[src/rtl/npc_stage_pkg.sv]
// Shared types for the NPC multi-cycle core: stage codes, decoder class
// one-hots and the priority helpers that resolve a malformed class word.
package npc_stage_pkg;

    localparam int STAGE_W = 3;

    // Stage codes are also reported to the simulation environment.
    typedef enum logic [STAGE_W-1:0] {
        ST_IF   = 3'd0,
        ST_ID   = 3'd1,
        ST_EX   = 3'd2,
        ST_MEM  = 3'd3,
        ST_WB   = 3'd4,
        ST_HALT = 3'd5
    } stage_t;

    // Decoder one-hots, MSB first.
    typedef struct packed {
        logic ebreak;
        logic ecall;
        logic jal;
        logic jalr;
        logic load;
        logic store;
        logic rd_we;
    } inst_class_t;

    // Control-transfer events pulsed in EX (at most one bit set).
    typedef struct packed {
        logic ecall;
        logic jal;
        logic jalr;
    } ex_event_t;

    // Per-instruction state carried from ID to MEM/WB.
    typedef struct packed {
        logic load;
        logic store_only;
        logic rd_we;
    } retire_ctl_t;

    // ecall beats jal beats jalr when the decoder raises several bits.
    function automatic ex_event_t resolve_ex(input inst_class_t cls);
        ex_event_t ev;
        ev.ecall = cls.ecall;
        ev.jal   = cls.jal && !cls.ecall;
        ev.jalr  = cls.jalr && !cls.ecall && !cls.jal;
        return ev;
    endfunction

    // A load with a stray store bit is still treated as a load.
    function automatic retire_ctl_t resolve_retire(input inst_class_t cls);
        retire_ctl_t rc;
        rc.load       = cls.load;
        rc.store_only = cls.store && !cls.load;
        rc.rd_we      = cls.rd_we;
        return rc;
    endfunction

endpackage

[src/rtl/wait_timeout_counter.sv]
// Counts consecutive handshake cycles without ready. expire fires in the
// waiting cycle whose miss would bring the count to LIMIT-1, so a ready
// arriving in that same cycle still completes the access.
module wait_timeout_counter #(
    parameter int LIMIT = 256
) (
    input  logic clk,
    input  logic rst_n,
    input  logic clear,
    input  logic tick,
    output logic expire
);

    // One spare bit keeps LIMIT-2 representable for every LIMIT >= 2.
    localparam int CW = $clog2(LIMIT) + 1;
    localparam logic [CW-1:0] LAST_WAIT = CW'(LIMIT - 2);

    logic [CW-1:0] cnt_q;
    logic [CW-1:0] cnt_d;

    // Next count: restart outside a handshake, advance on each missed ready.
    always_comb begin
        cnt_d = cnt_q;
        if (clear) begin
            cnt_d = '0;
        end else if (tick) begin
            cnt_d = cnt_q + CW'(1);
        end
    end

    // Count register.
    always_ff @(posedge clk) begin
        if (!rst_n) begin
            cnt_q <= '0;
        end else begin
            cnt_q <= cnt_d;
        end
    end

    assign expire = tick && !clear && (cnt_q == LAST_WAIT);

endmodule

[src/rtl/stage_sequencer.sv]
// Multi-cycle stage controller of the NPC core. Steps each instruction
// through IF/ID/EX/[MEM]/WB, runs the imem/dmem req/ready handshakes and
// emits registered strobes and single-cycle event pulses. Every output is
// a flop whose next value is derived from the next stage.
module stage_sequencer
    import npc_stage_pkg::*;
#(
    parameter int MEM_TIMEOUT = 256,
    parameter int CNT_W       = 64
) (
    input  logic               clk,
    input  logic               rst_n,
    input  logic               run,
    input  logic               imem_ready,
    input  logic               dmem_ready,
    input  inst_class_t        dec_class,
    output logic               imem_req,
    output logic               dmem_req,
    output logic               dmem_we,
    output logic               ir_we,
    output logic               rf_we,
    output logic               pc_we,
    output logic [STAGE_W-1:0] stage,
    output logic               inst_jal,
    output logic               inst_jalr,
    output logic               mem_read_en,
    output logic               mem_write_en,
    output logic               ecall_en,
    output logic               halt,
    output logic               timeout_err,
    output logic [CNT_W-1:0]   cycle_cnt,
    output logic [CNT_W-1:0]   instret_cnt
);

    stage_t      stage_q, stage_d;
    retire_ctl_t ret_q, ret_d;

    logic imem_req_q, imem_req_d;
    logic dmem_req_q, dmem_req_d;
    logic dmem_we_q, dmem_we_d;
    logic ir_we_q, ir_we_d;
    logic rf_we_q, rf_we_d;
    logic pc_we_q, pc_we_d;
    logic jal_q, jal_d;
    logic jalr_q, jalr_d;
    logic mem_rd_q, mem_rd_d;
    logic mem_wr_q, mem_wr_d;
    logic ecall_q, ecall_d;
    logic halt_q, halt_d;
    logic tmo_q, tmo_d;

    logic [CNT_W-1:0] cycle_q, cycle_d;
    logic [CNT_W-1:0] instret_q, instret_d;

    ex_event_t ex_evt;

    logic fetch_wait;
    logic data_wait;
    logic fetch_done;
    logic data_done;
    logic wait_clear;
    logic wait_tick;
    logic wait_expire;

    assign ex_evt = resolve_ex(dec_class);

    // A handshake is live only while its request is actually on the bus;
    // ready seen without a request is ignored.
    assign fetch_wait = (stage_q == ST_IF) && imem_req_q;
    assign data_wait  = (stage_q == ST_MEM) && dmem_req_q;
    assign fetch_done = fetch_wait && imem_ready;
    assign data_done  = data_wait && dmem_ready;
    assign wait_clear = !(fetch_wait || data_wait);
    assign wait_tick  = (fetch_wait && !imem_ready) || (data_wait && !dmem_ready);

    wait_timeout_counter #(
        .LIMIT (MEM_TIMEOUT)
    ) u_wait_timeout (
        .clk    (clk),
        .rst_n  (rst_n),
        .clear  (wait_clear),
        .tick   (wait_tick),
        .expire (wait_expire)
    );

    // State register: current stage plus the class latched in ID.
    always_ff @(posedge clk) begin
        if (!rst_n) begin
            stage_q <= ST_IF;
            ret_q   <= '0;
        end else begin
            stage_q <= stage_d;
            ret_q   <= ret_d;
        end
    end

    // Next-stage selection; a completed handshake always beats its timeout.
    always_comb begin
        stage_d = stage_q;
        ret_d   = ret_q;
        case (stage_q)
            ST_IF: begin
                if (fetch_done) begin
                    stage_d = ST_ID;
                end else if (wait_expire) begin
                    stage_d = ST_HALT;
                end
            end
            ST_ID: begin
                ret_d   = resolve_retire(dec_class);
                stage_d = dec_class.ebreak ? ST_HALT : ST_EX;
            end
            ST_EX: begin
                stage_d = (ret_q.load || ret_q.store_only) ? ST_MEM : ST_WB;
            end
            ST_MEM: begin
                if (data_done) begin
                    stage_d = ST_WB;
                end else if (wait_expire) begin
                    stage_d = ST_HALT;
                end
            end
            ST_WB: begin
                stage_d = ST_IF;
            end
            ST_HALT: begin
                stage_d = ST_HALT;
            end
            default: begin
                stage_d = ST_IF;
            end
        endcase
    end

    // Next values of the registered outputs, keyed on the stage being entered.
    always_comb begin
        imem_req_d = 1'b0;
        dmem_req_d = 1'b0;
        dmem_we_d  = 1'b0;
        ir_we_d    = 1'b0;
        rf_we_d    = 1'b0;
        pc_we_d    = 1'b0;
        jal_d      = 1'b0;
        jalr_d     = 1'b0;
        mem_rd_d   = 1'b0;
        mem_wr_d   = 1'b0;
        ecall_d    = 1'b0;
        halt_d     = 1'b0;
        tmo_d      = tmo_q;
        cycle_d    = cycle_q;
        instret_d  = instret_q;

        if (stage_q != ST_HALT) begin
            cycle_d = cycle_q + CNT_W'(1);
        end
        if (stage_q == ST_WB) begin
            instret_d = instret_q + CNT_W'(1);
        end

        case (stage_d)
            ST_IF: begin
                // Once issued, the fetch request is held regardless of run.
                imem_req_d = fetch_wait || run;
            end
            ST_ID: begin
                ir_we_d = 1'b1;
            end
            ST_EX: begin
                jal_d   = ex_evt.jal;
                jalr_d  = ex_evt.jalr;
                ecall_d = ex_evt.ecall;
            end
            ST_MEM: begin
                dmem_req_d = 1'b1;
                dmem_we_d  = ret_q.store_only;
                if (stage_q == ST_EX) begin
                    mem_rd_d = ret_q.load;
                    mem_wr_d = ret_q.store_only;
                end
            end
            ST_WB: begin
                pc_we_d = 1'b1;
                rf_we_d = ret_q.rd_we;
            end
            ST_HALT: begin
                halt_d = 1'b1;
                tmo_d  = tmo_q || wait_expire;
            end
            default: begin
                halt_d = 1'b0;
            end
        endcase
    end

    // Output and counter registers.
    always_ff @(posedge clk) begin
        if (!rst_n) begin
            imem_req_q <= 1'b0;
            dmem_req_q <= 1'b0;
            dmem_we_q  <= 1'b0;
            ir_we_q    <= 1'b0;
            rf_we_q    <= 1'b0;
            pc_we_q    <= 1'b0;
            jal_q      <= 1'b0;
            jalr_q     <= 1'b0;
            mem_rd_q   <= 1'b0;
            mem_wr_q   <= 1'b0;
            ecall_q    <= 1'b0;
            halt_q     <= 1'b0;
            tmo_q      <= 1'b0;
            cycle_q    <= '0;
            instret_q  <= '0;
        end else begin
            imem_req_q <= imem_req_d;
            dmem_req_q <= dmem_req_d;
            dmem_we_q  <= dmem_we_d;
            ir_we_q    <= ir_we_d;
            rf_we_q    <= rf_we_d;
            pc_we_q    <= pc_we_d;
            jal_q      <= jal_d;
            jalr_q     <= jalr_d;
            mem_rd_q   <= mem_rd_d;
            mem_wr_q   <= mem_wr_d;
            ecall_q    <= ecall_d;
            halt_q     <= halt_d;
            tmo_q      <= tmo_d;
            cycle_q    <= cycle_d;
            instret_q  <= instret_d;
        end
    end

    assign stage        = stage_q;
    assign imem_req     = imem_req_q;
    assign dmem_req     = dmem_req_q;
    assign dmem_we      = dmem_we_q;
    assign ir_we        = ir_we_q;
    assign rf_we        = rf_we_q;
    assign pc_we        = pc_we_q;
    assign inst_jal     = jal_q;
    assign inst_jalr    = jalr_q;
    assign mem_read_en  = mem_rd_q;
    assign mem_write_en = mem_wr_q;
    assign ecall_en     = ecall_q;
    assign halt         = halt_q;
    assign timeout_err  = tmo_q;
    assign cycle_cnt    = cycle_q;
    assign instret_cnt  = instret_q;

endmodule

[config.mk]
export PLATFORM = sky130hd
export DESIGN_NAME = stage_sequencer
export DESIGN_NICKNAME = d
export VERILOG_FILES = /design/src/rtl/npc_stage_pkg.sv /design/src/rtl/wait_timeout_counter.sv /design/src/rtl/stage_sequencer.sv
export SDC_FILE = /design/constraint.sdc
export NUM_CORES = 1
export LEC_CHECK = 0
export ABC_AREA = 1
export CORE_MARGIN = 8
export CORE_UTILIZATION = 57
export DETAILED_ROUTE_END_ITERATION = 8
export PLACE_DENSITY = 0.95
export SETUP_SLACK_MARGIN = 0.3
export SLEW_MARGIN = 25
export SYNTH_ARGS = -nofsm -noshare
export SYNTH_HDL_FRONTEND = slang
export SYNTH_HIERARCHICAL = 1
export SYNTH_SLANG_ARGS = --single-unit
export TNS_END_PERCENT = 30
[constraint.sdc]
create_clock -name clk -period 6.4 [get_ports clk]
set_clock_uncertainty 0.1 [all_clocks]
set_input_delay 1.6 -clock clk [delete_from_list [all_inputs] [get_ports clk]]
set_output_delay 1.6 -clock clk [all_outputs]
set_load 0.05 [all_outputs]
==> Yosys cells after proc, flatten, opt, wreduce, memory -nomap -nowiden <==
Cells that the tools add are included.
{ "word_totals": {"output_inout_bits": 144, "regBits": 156} }
{ "op_classes": {"addsub": 3, "n_reduce_logical": 30, "n_eq_ne": 12, "n_mux": 10} }
{ "op_table": {"columns": ["cell", "count"], "rows": [
  ["adder 64 x 1 -> 64 bit, second input constant", 2],
  ["2-to-1 mux 3 bit", 5],
  ["one-hot mux 3 bit (5 select lines)", 1],
  ["equality test 3 x 2 -> 1 bit, second input constant", 4],
  ["equality test 3 bit, second input constant", 4],
  ["logical AND 1 bit", 12],
  ["AND reduction 2 bit", 5],
  ["adder 9 x 1 -> 9 bit, second input constant", 1],
  ["equality test 9 x 8 -> 1 bit, second input constant", 1],
  ["equality test 3 x 1 -> 1 bit, second input constant", 2],
  ["zero test 3 bit", 2],
  ["zero test 1 bit", 5],
  ["logical OR 1 bit", 5],
  ["2-to-1 mux 1 bit", 4],
  ["!= test 3 bit, second input constant", 1],
  ["AND reduction 3 bit", 1]
]} }

==> Depth between registers and ports, before layout <==
Gate-level depths: netlist of the first run.
{ "logic_depth": {"ltp_word": 11, "ltp_mapped": 16, "depth_no_buf": 16} }

==> Modules after synthesis <==
Netlist of the first run, hierarchy kept.
{ "by_module_without_submodules": {"columns": ["module", "n_inst", "area_each_um2", "cells_per_inst"], "rows": [
  ["stage_sequencer", 1, 8025.2, 1234],
  ["wait_timeout_counter", 1, 466.7, 65]
]} }

==> Worst setup path before layout of the first run <==
Ideal clock, no wire load.
{ "synth_path": {"path_kind": "in2reg", "startpoint": "input dmem_ready", "endpoint": "register mem_rd_q, in the netlist mem_read_en", "arrival_ns": 2.980, "setup_time_ns": 0.079, "setup_slack_ns": 3.241, "path_stages": 10, "n_path_buf": 0, "required_time_ns": 6.221, "cell_sequence": "o22ai_1 -> inv_1 -> nor2_1 -> nand4_1 -> nor2_1 -> or2_2 -> o21ai_0 -> nand2_1 -> nand3_1 -> nor3_1"} }
{ "synth_between": {"elab_chain_cells": 10, "word_cells_on_any_way": 12, "cone_classes": "eq/ne: 1; mux: 4; reduce/logical: 7"} }
{ "synth_lines": {"columns": ["item", "line_no", "text"], "rows": [
  ["from (decl)", "stage_sequencer.sv:15", "input logic dmem_ready,"],
  ["zero test 1 bit *", "stage_sequencer.sv:74", "assign wait_tick = (fetch_wait && !imem_ready) || (data_wait && !dmem_ready);"],
  ["logical AND 1 bit *", "stage_sequencer.sv:74", null],
  ["logical OR 1 bit *", "stage_sequencer.sv:74", null],
  ["logical AND 1 bit * (2 in series)", "wait_timeout_counter.sv:40", "assign expire = tick && !clear && (cnt_q == LAST_WAIT);"],
  ["named net wait_expire", "stage_sequencer.sv:63", "logic wait_expire;"],
  ["2-to-1 mux 3 bit *", "stage_sequencer.sv:105, stage_sequencer.sv:119", null],
  ["2-to-1 mux 3 bit (on tied branches)", "stage_sequencer.sv:117, stage_sequencer.sv:103", null],
  ["one-hot mux 3 bit (5 select lines) *", "stage_sequencer.sv:101", "case (stage_q)"],
  ["equality test 3 x 2 -> 1 bit *", "stage_sequencer.sv:160", "case (stage_d)"],
  ["AND reduction 3 bit (no source line) *", null, null],
  ["to (signal assigned)", "stage_sequencer.sv:222", "mem_rd_q <= mem_rd_d;"],
  ["to (decl)", "stage_sequencer.sv:46", "logic mem_rd_q, mem_rd_d;"]
]} }
Mark *: on every way through the listed nets, which the timed path passes. The rest lies on a longest branch.
A chain may end at the register's enable or synchronous reset.

==> Worst setup path after layout of the first run <==
{ "layout_path": {"startpoint": "input dmem_ready", "endpoint": "register mem_wr_q, in the netlist mem_write_en"} }
{ "layout_between": {"elab_chain_cells": 10, "word_cells_on_any_way": 12, "cone_classes": "eq/ne: 1; mux: 4; reduce/logical: 7"} }
{ "layout_lines": {"columns": ["item", "line_no", "text"], "rows": [
  ["zero test 1 bit *", "stage_sequencer.sv:74", null],
  ["logical AND 1 bit *", "stage_sequencer.sv:74", null],
  ["logical OR 1 bit *", "stage_sequencer.sv:74", null],
  ["named net wait_tick", "stage_sequencer.sv:62", "logic wait_tick;"],
  ["logical AND 1 bit * (2 in series)", "wait_timeout_counter.sv:40", null],
  ["named net wait_expire", "stage_sequencer.sv:63", null],
  ["2-to-1 mux 3 bit *", "stage_sequencer.sv:105, stage_sequencer.sv:119", null],
  ["2-to-1 mux 3 bit (on tied branches)", "stage_sequencer.sv:117, stage_sequencer.sv:103", null],
  ["one-hot mux 3 bit (5 select lines) *", "stage_sequencer.sv:101", null],
  ["equality test 3 x 2 -> 1 bit *", "stage_sequencer.sv:160", null],
  ["AND reduction 3 bit (no source line) *", null, null],
  ["to (signal assigned)", "stage_sequencer.sv:223", "mem_wr_q <= mem_wr_d;"],
  ["to (decl)", "stage_sequencer.sv:47", "logic mem_wr_q, mem_wr_d;"]
]} }
Marks and branches as above.

==> flow_summary.ini, run 1 <==
[routing]
wl_mm = 25.2
routed-wl-met3_mm = 2.04
drc = 0
wl_met2_mm = 12.3
via_per_inst = 5.59
drt-initial-drc-count = 814
wl_met1_mm = 9.92
firstDrtPassIters = 8
via_count = 9239
wl_per_cell_um = 15.2
dr.max_layer_used = met4
antenna_left = 0

[synth]
synth-edff-count = 0
synthesis.instances = 1299
ys_types = 42
synth.avg_cell_area_sq_um = 6.54
yosysSeqAreaShare_pct = 36.8
synth_ff_type = dfxtp_1
synth_top_area_cell = dfxtp_1
synthesis.area_sq_mm = 0.00849
synthTopCellsByArea = dfxtp_1 37%, nand2_1 13%, nor2_1 11%
syn-num-nets = 1315
yosysWarnings = 6
async_flop_share_pct = 0
ys_seq_elements = 156
synth_top_cell_area_share_pct = 36.8

[run]
max-cap-violations = 0

[final_layout]
nNetsFinal = 1472
antenna_cells = 0
syn_to_final_growth_pct = 27.3
final_util_pct = 74.4
fillCellCount = 1099
drive_gt1_share_pct = 6.13
fin_area_sq_mm = 0.0108

[power]
p_leak_nw = 4.00
pwr_density_cell_mw_per_mm2 = 215
ir_drop_mv = 0.189

[floorplanning]
start_util_pct = 58.4
die_height_um = 138
core_region_area_sq_mm = 0.0145
num_rows = 44
die_w_um = 138
die_area_sq_mm = 0.0191
ioPinCount = 156

[critical_path]
worst_path_max_delay_cell = o22ai_1
required_ps = 6650
reg2reg_depth = 14
r2r_end = mem_write_en$_SDFF_PN0_
ff2ff_setup_slack_ps = 3520
cpPeakStageDelay_ps = 490
worstSetupPathType = input port to register
end_kind = register
crit_chain = clkdlybuf4s50_1 -> o22ai_1 -> inv_1 -> nor2_1 -> nand4_1 -> nor2_1 -> or2_2 -> o21ai_0 -> nand2_1 -> nand3_1 -> nor3_1
crit_path_start_kind = input port
crit_fanout = 6
cp_common_cell = nor2_1
timing.rr.start = stage[1]$_SDFF_PN0_
cp.arrival_ps = 3950
critPathCapture = mem_write_en$_SDFF_PN0_
crit_start = dmem_ready

[place]
place_hpwl_mm = 18.5
gp_congestion = 0.977
placed_cell_area_sq_mm = 0.0102
portBuffers = 155

[sta]
setup_viol = 0
finalSetupTns_ps = 0
layout_worst_path_cycle_share_pct = 57.8
hold_viol = 0
slew_viol_final = 0
slew_headroom_pct = 41.5
worst_pin_slew_ps = 878
max_freq_mhz = 270
fin_crit_ps = 3700
rsz0062_at_grt = false

[clocking]
cts_made_buffers = 17
insertion_delay_ps = 430
clkSinkCount = 156
cts_resized = 0
htree_num_levels = 4
clockBufferDepth = 2
hold_buffers = 0
cts_setup_buffers = 0
clkTransAtPathRegs_ps = 60
ctsRootBufferMaster = clkbuf_16
cts_tree = done

[global_route]
grt_pass1_wl_mm = 41.3
antenna_found_initial = 0
grt_pass1_vias = 8919
track_usage_pct = 25.3
grt_max_degree = 82
grt-ovfl-total = 0

[outcome]
status = complete, no violations

[min_path]
worstHoldPathType = register to register
-- stage by stage --
step                total power, mW  setup WS, ps  hold slack (ps)  cells
floorplan                      1.21          3240              324   1299
global placement               1.28          2490              352   1621
detailed placement             1.28          2370              350   1621
CTS                            2.32          2810              375   1652
global route                   2.39          2520              386   1652
finish                         2.33          2700              378   1652
-- state kept, by name, summed over array words and instances, names as in the netlist, 3 cells and up --
register              cells
u_wait_timeout/cnt_q      9
cycle_cnt                64
stage                     3
instret_cnt              64
ret_q                     3
-- routing by layer --
layer  GRT usage (%)  vias to the layer above
li1                -                     4481
met1            28.4                     4156
met2            44.8                      502
met3            5.89                      100
met4            11.3                        0
met5               0                        -
-- cell families after synthesis --
group / after synthesis / synth area share (%)
AOI/OAI and AO/OA: 140 / 8.91
xor gates and xnor gates: 24 / 2.48
adders and majority gates: 4 / 0.589
buffers and inverters: 184 / 8.32
DFF: 156 / 36.8
and+or+nand+nor: 791 / 42.9
-- synthesized netlist by cell type (8+ instances only) --
cell type	count
dfxtp_1	156
nand4_1	44
o21ai_0	45
o21a_1	11
nor2_1	249
nand3_1	73
and3_1	8
nor2_4	12
clkbuf_1	13
nand2_1	298
inv_1	164
nor3_1	47
xnor2_1	10
a21oi_1	72
nor2_2	17
xor2_1	14
-- power breakdown --
group / switching, mW / internal [mW] / total, mW
combinational: 0.177 / 0.0749 / 0.252
sequential: 0.0239 / 0.994 / 1.02
clock: 0.394 / 0.662 / 1.06
total: 0.595 / 1.73 / 2.33
-- final cells by class --
type / count / area [sq um] / area share, %
inverters: 166 / 626 / 5.79
repair buffers: 156 / 1550 / 14.4
clock buffers: 25 / 505 / 4.68
clock inverters: 6 / 108 / 0.996
flip-flops and latches: 156 / 3120 / 28.9
multi-input cells: 959 / 4660 / 43.1
well taps: 184 / 230 / 2.13
-- layout by cell type, fill, tap and decap left out, types with 44 or more instances in the layout --
master,instances
a21oi_1,72
o21ai_0,45
inv_1,164
dfxtp_1,156
clkdlybuf4s50_1,154
nand4_1,44
nor2_1,249
nor3_1,47
nand3_1,73
nand2_1,298
-- worst min path at each step --
stage	from	end	slack, ps	depth (start not counted)
after floorplan	ret_q[0]$_SDFFE_PN0N_	rf_we$_SDFF_PN0_	320	2
after global placement	ret_q[0]$_SDFFE_PN0N_	rf_we$_SDFF_PN0_	350	2
after detailed placement	ret_q[0]$_SDFFE_PN0N_	rf_we$_SDFF_PN0_	350	2
after CTS	ret_q[0]$_SDFFE_PN0N_	rf_we$_SDFF_PN0_	370	2
after global routing	timeout_err$_SDFFE_PN0P_	timeout_err$_SDFFE_PN0P_	390	2
final	ret_q[0]$_SDFFE_PN0N_	rf_we$_SDFF_PN0_	380	2
-- critical path: cells and delay by family --
kind / cells / cell delay [ps]
AND/OR/NAND/NOR: 7 / 1080
AO/OA/AOI/OAI: 2 / 600
buffers and inverters: 2 / 670
Note: power is estimated with default switching activity, not from simulation.
==> run 2: changes to the inputs <==
--- a/config.mk
+++ b/config.mk
@@ -7,9 +7,9 @@
 export LEC_CHECK = 0
 export ABC_AREA = 1
 export CORE_MARGIN = 8
-export CORE_UTILIZATION = 57
+export CORE_UTILIZATION = 48
 export DETAILED_ROUTE_END_ITERATION = 8
-export PLACE_DENSITY = 0.95
+export PLACE_DENSITY = 0.87
 export SETUP_SLACK_MARGIN = 0.3
 export SLEW_MARGIN = 25
 export SYNTH_ARGS = -nofsm -noshare
==> constraint.sdc (replaced) <==
create_clock -name clk -period 3.2 [get_ports clk]
set_clock_uncertainty 0.1 [all_clocks]
set_input_delay 0.8 -clock clk [delete_from_list [all_inputs] [get_ports clk]]
set_output_delay 0.8 -clock clk [all_outputs]
set_load 0.05 [all_outputs]
==> run 2 against run 1 <==
Worst setup slack worse by 2200 ps. Sequential power increased by 99%. Critical path depth down 10. Clock-buffer cell count down 4. Register-to-register slack worse by 2800 ps. Clock power is 90% higher. Utilization fell by 12 points. Routed wire length down 1.5%. Sequential share of layout area decreased by 0.15 points. First-iteration DRC count is 22% lower. Total power grew 95%. Critical endpoint is now instret_cnt[29].
==> flow_summary.ini, run 2 (same netlist as run 1, synthesis figures left out) <==
[critical_path]
end_kind = primary output
cp_num_buf_inv = 1
crit_path_start_kind = register
worst_path_max_delay_cell = clkdlybuf4s50_1
crit_family = buffers and inverters
crit_start = instret_cnt[29]$_SDFFE_PN0N_
required_ps = 2300
worstSetupPathType = register to primary output
crit_fanout = 7
timing.rr.start = stage[1]$_SDFF_PN0_
cp.arrival_ps = 1800
crit_chain = clkdlybuf4s50_1
r2r_end = mem_write_en$_SDFF_PN0_
cpPeakStageDelay_ps = 870
critPathCapture = instret_cnt[29]
reg2reg_depth = 14
crit_cells = 1
ff2ff_setup_slack_ps = 710

[sta]
finalSetupTns_ps = 0
timing.hold.ws_ps = 357
worst_pin_slew_ps = 656
hold_viol = 0
final.setup.worst_slack_ps = 501
slew_headroom_pct = 56.2
fin_crit_ps = 2700
rsz0062_at_grt = false
max_freq_mhz = 370
layout_worst_path_cycle_share_pct = 84.3
setup_viol = 0
slew_viol_final = 0

[routing]
wl_per_cell_um = 14.6
drc = 0
via_count = 9045
antenna_left = 0
firstDrtPassIters = 5
drt-initial-drc-count = 634
wl_mm = 24.8
via_per_inst = 5.33

[floorplanning]
die_w_um = 149
ioPinCount = 156
die_height_um = 149
start_util_pct = 49.1
core_region_area_sq_mm = 0.0173
num_rows = 48
die_area_sq_mm = 0.0222

[place]
placed_cell_area_sq_mm = 0.0103
portBuffers = 155
place_hpwl_mm = 19.0
place_ws_ps = 279
gp_congestion = 0.992

[clocking]
clockBufferDepth = 2
hold_buffers = 0
cts_made_buffers = 17
htree_num_levels = 4
insertion_delay_ps = 420
clkSinkCount = 156
cts_resized = 0
cts_setup_buffers = 0
clkTransAtPathRegs_ps = 60
ctsRootBufferMaster = clkbuf_16
cts_tree = done

[final_layout]
mostFrequentLayoutCell = nand2_1
fin_area_sq_mm = 0.0109
mostFrequentLayoutCells = 298 x nand2_1, 249 x nor2_1, 164 x inv_1, 156 x dfxtp_1, 154 x clkdlybuf4s50_1
fillCellCount = 1567
syn_to_final_growth_pct = 28.0
multi_input_area_sq_mm = 0.00466
seq_area_sq_mm = 0.00312
nNetsFinal = 1475
antenna_cells = 0
drive_gt1_share_pct = 6.52

[power]
switchingPower_mw = 1.19
p_clk_share_pct = 44.3
ir_drop_mv = 0.372
pwr-share-seq_pct = 44.7
p_leak_nw = 4.01
intPower_mw = 3.35
p_total_mw = 4.54
pwr_density_cell_mw_per_mm2 = 418
p_comb_share_pct = 11.0
p_sw_share_pct = 26.3

[global_route]
grt_pass1_wl_mm = 40.3
grt_pass1_vias = 8579
busiest_layer = met2
globalRouteMet2Util_pct = 38.1
track_usage_pct = 21.9
antenna_found_initial = 0
grt-ovfl-total = 0
grt_max_degree = 44
use_met3_pct = 4.49
use_met1_pct = 25.3

[min_path]
worstHoldPathType = register to register

[outcome]
status = complete, no violations

[run]
max-cap-violations = 0
run 2: changes by cell type in the layout (fill, tap and decap cells not counted):
cell | previous run | this run
clkinv_2 | 2 | 5
buf_4 | 1 | 3
clkbuf_1 | 3 | 1
clkbuf_8 | 5 | 3
clkinvlp_4 | 1 | 3
buf_12 | 0 | 1
bufinv_16 | 3 | 2
inv_2 | 1 | 2
inv_4 | 1 | 0
inv_6 | 0 | 1
run 2: layout make-up:
| class | count | area share [%] |
|---|---|---|
| Tap cell | 225 | 2.59 |
| Clock inverter | 11 | 1.07 |
| Clock buffer | 21 | 4.33 |
| Sequential cell | 156 | 28.7 |
| Timing Repair Buffer | 159 | 14.6 |
| Multi-Input combinational cell | 959 | 42.9 |
| Inverter | 166 | 5.73 |
run 2: per-stage QoR:
| step | std cells | util, % |
|---|---|---|
| finish | 1697 | 62.8 |
| global route | 1697 | 62.8 |
| CTS | 1697 | 62.8 |
| detailed placement | 1665 | 59.4 |
| global placement | 1665 | 59.4 |
| floorplan | 1299 | - |
run 2: worst min path at each step:
stage	cells past startpoint	endpoint	from
floorplan	2	rf_we$_SDFF_PN0_	ret_q[0]$_SDFFE_PN0N_
global placement	2	rf_we$_SDFF_PN0_	ret_q[0]$_SDFFE_PN0N_
detailed placement	2	rf_we$_SDFF_PN0_	ret_q[0]$_SDFFE_PN0N_
CTS	2	rf_we$_SDFF_PN0_	ret_q[0]$_SDFFE_PN0N_
global route	2	rf_we$_SDFF_PN0_	ret_q[0]$_SDFFE_PN0N_
finish	2	rf_we$_SDFF_PN0_	ret_q[0]$_SDFFE_PN0N_
run 2: worst register-to-register path: stages, from the launching register on:
cell     delay, ps
dfxtp_1        380
nor2_2         170
nand2_1         90
inv_1           70
nand2_1        100
o22ai_1        200
inv_1          130
nor2_1         110
nand4_1         80
nor2_1         250
or2_2          160
o21ai_0        110
nand2_1        130
nand3_1        170
nor3_1         170
run 2: power groups by stage:
stage,sequential (mW),clock [mW],combinational [mW]
final,2.03,2.01,0.501
after global routing,2.04,2.13,0.545
after CTS,2.03,2.04,0.500
after detailed placement,2.07,0,0.500
after global placement,2.07,0,0.492
after floorplan,2.17,0,0.253
run 2: routing by layer:
layer	wire length, um	share of wire [%]
met5	0	0
met1	10100	41
met4	737	3.0
met2	12100	49
met3	1900	7.7
